`config.mk`:
```
export PLATFORM = sky130hd
export DESIGN_NAME = mux2_arbiter
export DESIGN_NICKNAME = d
export VERILOG_FILES = /design/src/rtl/mux2_arbiter.sv
export SDC_FILE = /design/constraint.sdc
export NUM_CORES = 1
export LEC_CHECK = 0
export CORE_MARGIN = 5
export CORE_UTILIZATION = 41
export CTS_CLUSTER_DIAMETER = 100
export CTS_CLUSTER_SIZE = 24
export DETAILED_ROUTE_END_ITERATION = 12
export GPL_ROUTABILITY_DRIVEN = 1
export PLACE_DENSITY = 0.78
export SLEW_MARGIN = 20
export SYNTH_ARGS = -nofsm -noshare
export SYNTH_HDL_FRONTEND = slang
export SYNTH_SLANG_ARGS = --single-unit
```
`constraint.sdc`:
```
create_clock -name clk -period 2.6 [get_ports clk]
set_input_delay 0.52 -clock clk [delete_from_list [all_inputs] [get_ports clk]]
set_output_delay 0.52 -clock clk [all_outputs]
set_load 0.05 [all_outputs]
```
`src/rtl/mux2_arbiter.sv`:
```
// Two-requester round-robin arbiter driving one shared valid/ready channel.
// A grant is kept while its owner keeps sending beats, and is handed to the
// other requester after MAX_HOLD accepted beats if the other side is waiting.
module mux2_arbiter #(
    parameter int unsigned WIDTH    = 8,
    parameter int unsigned MAX_HOLD = 4
) (
    input  logic             clk,
    input  logic             rst_n,
    input  logic             req_a,
    input  logic [WIDTH-1:0] data_a,
    output logic             ack_a,
    input  logic             req_b,
    input  logic [WIDTH-1:0] data_b,
    output logic             ack_b,
    output logic             out_valid,
    input  logic             out_ready,
    output logic [WIDTH-1:0] out_data,
    output logic             sel
);

    localparam int unsigned      CNT_W     = $clog2(MAX_HOLD + 1);
    localparam logic [CNT_W-1:0] HOLD_MAX  = CNT_W'(MAX_HOLD);
    localparam logic [CNT_W-1:0] HOLD_LAST = CNT_W'(MAX_HOLD - 1);

    typedef enum logic [1:0] {
        IDLE  = 2'd0,
        GNT_A = 2'd1,
        GNT_B = 2'd2
    } state_t;

    state_t           state_q, state_d;
    logic             sel_q, sel_d;
    logic             last_q, last_d;       // 0 = A was granted last, 1 = B
    logic [CNT_W-1:0] hold_cnt_q, hold_cnt_d;

    logic             enter_a;
    logic             enter_b;
    logic             at_limit;
    logic [CNT_W-1:0] hold_inc;

    // The beat being accepted now is the MAX_HOLD-th one (or later, once the
    // counter has saturated while the other side was idle): a waiting
    // requester takes over on the next edge.
    assign at_limit = (hold_cnt_q >= HOLD_LAST);
    assign hold_inc = (hold_cnt_q == HOLD_MAX) ? hold_cnt_q : hold_cnt_q + CNT_W'(1);

    // State register plus the grant bookkeeping that travels with it.
    // NOTE: sequential state uses non-blocking assignments so every register
    // samples the pre-edge values, independent of statement order.
    always_ff @(posedge clk or negedge rst_n) begin
        if (!rst_n) begin
            state_q    <= IDLE;
            sel_q      <= 1'b0;
            last_q     <= 1'b1;             // A wins the first tie
            hold_cnt_q <= '0;
        end else begin
            state_q    <= state_d;
            sel_q      <= sel_d;
            last_q     <= last_d;
            hold_cnt_q <= hold_cnt_d;
        end
    end

    // Next-state logic: arbitration in IDLE, hand-over and hold counting in GNT_*.
    // NOTE: every signal gets a default before the case so no path leaves it
    // unassigned, which would otherwise infer a latch.
    always_comb begin
        state_d    = state_q;
        sel_d      = sel_q;
        last_d     = last_q;
        hold_cnt_d = hold_cnt_q;
        enter_a    = 1'b0;
        enter_b    = 1'b0;

        unique case (state_q)
            IDLE: begin
                if (req_a && (!req_b || last_q)) begin
                    enter_a = 1'b1;
                end else if (req_b) begin
                    enter_b = 1'b1;
                end
            end
            GNT_A: begin
                if (!req_a) begin
                    if (req_b) enter_b = 1'b1;
                    else       state_d = IDLE;
                end else if (out_ready) begin
                    if (req_b && at_limit) enter_b = 1'b1;
                    else                   hold_cnt_d = hold_inc;
                end
                // req_a high with out_ready low: stalled, nothing moves
            end
            GNT_B: begin
                if (!req_b) begin
                    if (req_a) enter_a = 1'b1;
                    else       state_d = IDLE;
                end else if (out_ready) begin
                    if (req_a && at_limit) enter_a = 1'b1;
                    else                   hold_cnt_d = hold_inc;
                end
            end
            default: state_d = IDLE;
        endcase

        // A fresh grant always starts with the mux pointed at its owner and
        // an empty beat count.
        if (enter_a) begin
            state_d    = GNT_A;
            sel_d      = 1'b0;
            last_d     = 1'b0;
            hold_cnt_d = '0;
        end else if (enter_b) begin
            state_d    = GNT_B;
            sel_d      = 1'b1;
            last_d     = 1'b1;
            hold_cnt_d = '0;
        end
    end

    // Output decode: the channel is valid only while the granted side requests.
    always_comb begin
        out_valid = ((state_q == GNT_A) && req_a) || ((state_q == GNT_B) && req_b);
        ack_a     = (state_q == GNT_A) && req_a && out_ready;
        ack_b     = (state_q == GNT_B) && req_b && out_ready;
        sel       = sel_q;
        out_data  = sel_q ? data_b : data_a;
    end

endmodule

```
==> flow_summary_export.csv <==
group,metric,value,unit
placement,portBuffers,32,
synth,synth_warnings,0,
cts,htreeDepth,1,
timing,fin_crit,2.198,ns
critical_path,critPathSlowestCell,"clkdlybuf4s50_1",
cts,clk_latency,0.25,ns
synth,synth_edf_count,0,
floorplanning,coreArea,1745,sq um
synth,ys_seq_area_share,23.15,%
detailed_routing,routed_wirelength,1887,um
critical_path,worstPathCellList,"clkdlybuf4s50_1",
synth,yosys.area_share.simple,18.72,%
cts,hold_buffers,0,
grt,overflow,0,
synth,synth-xor-area-share,0,%
floorplanning,dieHeight,53.11,um
timing,finalMaxSlewViolations,0,
cts,cts_inserted_buffers,3,
timing,finalClockSkew,0.001892,ns
grt,grt_max_degree,13,
detailed_routing,wl_per_cell,13.29,um
synth,netlist_area,762.0,sq um
floorplanning,initial_core_util,43.66,%
grt,antenna_found_initial,0,
hold_path,holdCritPathClass,"in2async",
detailed_routing,drtPass1Iterations,4,
timing,hold_violations,0,
cts,cts_setup_buffers,0,
floorplanning,die_w,53.11,um
cts,cts.path.max_buffers,2,
layout,final_area,1129,sq um
detailed_routing,final_antenna_net_count,0,
cts,cts_root_buffer,"clkbuf_4",
critical_path,reg2reg_to,"state_q[0]",
layout,diodes,0,
placement,place_area,1102,sq um
synth,ys_ff_latch,7,
synth,synth_cells,85,
layout,post-route-util,64.66,%
timing,rsz0062_at_grt,"no",
cts,clk_pin_slew_worst_paths,0.05,ns
synth,synth_flop_cell,"dfrtp_1",
status,status,"completed",
synth,synth_compound_area_share,29.06,%
synth,synth_fa_ha_area_share,11.49,%
timing,setup_violations,0,
critical_path,start_kind,"register",
power,ir_drop,0.8905,mV
grt,grt_usage,14.70,%
floorplanning,ios,33,
critical_path,critPathCaptureType,"primary output",
synth,yosys-top-cells-area,"dfrtp_1, mux2_2, ha_1",
detailed_routing,drt-vias-per-instance,5.408,
floorplanning,die_area,2821,sq um
timing,setup_tns,0,ns
detailed_routing,drt_iter0_drc,18,
cts,clkSinkCount,7,
critical_path,critPathBufInv,1,
critical_path,cp_max_fo,10,
synth,yosys.area.top_type,"dfrtp_1",
timing,slew_headroom,66.46,%
synth,ys_types,34,
critical_path,crit_required,2.08,ns
floorplanning,core.rowCount,15,
critical_path,slowest_delay,0.88,ns
grt,grt_pass1_vias,735,
placement,place_congestion,0.8349,
cts,cts_tree,"yes",
power,power,1183,uW
synth,postSynthAreaPerCell,8.964,sq um
power,p_per_area,1048,nW/um^2
critical_path,r2r_setup_slack,0.62,ns
timing,post-route-period-util,84.55,%
power,cellLeakagePower,0.0005093,uW
timing,fin_worst_hold_slack,0.5278,ns
synth,synth_top_family_by_area,"compound AO/OA/AOI/OAI gates",
placement,dp_hpwl,1613,um
critical_path,rr_worst_depth,7,
timing,max_freq,454.9,MHz
critical_path,path_class,"reg2out",
synth,synth_top_area_share,19.70,%
critical_path,cp.arrival,1.68,ns
cts,postCtsResizedCells,0,
layout,final_nets,146,
critical_path,reg2reg_from,"hold_cnt_q[0]",
critical_path,cp_top_family,"buffers and inverters",
timing,worstMarginPinSlew,0.5016,ns
detailed_routing,drcViolationCount,0,
detailed_routing,via_count,768,
synth,async_reset_ff_share,100.0,%
layout,drive_gt1_share,27.35,%
layout,syn2layout_area_growth,48.11,%
synth,synth_fp_nets,113,
grt,grt_pass1_wl,2973,um
synth,synth.area.mux_share,11.82,%
flow_run,drv_cap,0,
-- layout make-up --
class	count	area, sq um
Fill cell	154	616.8
Multi-Input combinational cell	68	541.8
Timing Repair Buffer	32	330.3
Sequential cell	7	176.4
Tap cell	25	31.28
Clock buffer	4	26.28
Inverter	6	22.52
-- worst reg2reg max path, stage by stage (launching register included) --
cell and delay (ns):
dfrtp_1 0.41, ha_1 0.21, ha_1 0.17, a21o_1 0.18
o21ai_1 0.22, a2bb2oi_2 0.33, inv_2 0.12, a211o_1 0.24
-- flip-flops by register name, summed over array words and instances (netlist names) --
| name | cells |
|---|---|
| last_q | 1 |
| hold_cnt_q | 3 |
| state_q | 2 |
| sel | 1 |
-- layout by cell type, fill, tap and decap left out, types with 2 or more instances in the layout --
cell type	n
clkdlybuf4s50_1	21
nand2_1	10
mux2_2	8
buf_4	8
nor2_1	7
ha_1	7
dfrtp_1	6
inv_1	5
and3_1	3
o21ai_0	3
a21oi_1	3
o31ai_1	3
clkbuf_4	3
buf_12	3
a21o_1	2
o21ai_1	2
nand2b_1	2
o21a_4	2
o32ai_2	2
-- report_power, final --
group	internal (uW)	switching [uW]	total, uW
registers	156	60.3	216
clock network	58.4	37.5	95.9
logic	373	498	871
total	587	596	1180
-- layer usage --
layer	GRT usage, %	vias to the layer above	wire length [um]	part of all wire, %
li1	-	373	-	-
met1	14.70	357	732	39
met2	27.27	36	960	51
met3	4.789	2	188	10
met4	6.383	0	6	0.32
met5	0	-	0	0
-- stage by stage --
step,instances,setup WS (ns)
detailed placement,138,0.3203
global route,142,0.3232
CTS,142,0.3777
global placement,138,0.3744
finish,142,0.4017
floorplan,85,0.6261
-- synthesized netlist by cell type (2+ instances only) --
cell	n
nand2_1	10
mux2_2	8
ha_1	7
nor2_1	7
dfrtp_1	6
inv_1	5
a21oi_1	3
and3_1	3
o21ai_0	3
o31ai_1	3
a21o_1	2
buf_2	2
nand2b_1	2
o21a_4	2
o21ai_1	2
o32ai_2	2
-- kinds of logic (layout without fill, tap and decap cells) --
logic type | after synthesis | count (layout)
AND/OR/NAND/NOR | 27 | 27
AO/OA/AOI/OAI | 26 | 26
buffers and inverters | 10 | 42
multiplexers | 8 | 8
adder cells (fa/ha/maj) | 7 | 7
flip-flops | 7 | 7
-- worst max path at each step --
stage / from / to / slack (ns) / depth (start not counted)
2_1_floorplan: sel / out_data[0] / 0.63 / 2
3_3_place_gp: req_b / hold_cnt_q[1] / 0.37 / 6
3_5_place_dp: req_a / hold_cnt_q[1] / 0.32 / 6
4_1_cts: sel / sel / 0.38 / 1
5_1_grt: sel / sel / 0.32 / 1
6_report: sel / sel / 0.40 / 1
Power figures use the tool's default switching activity.
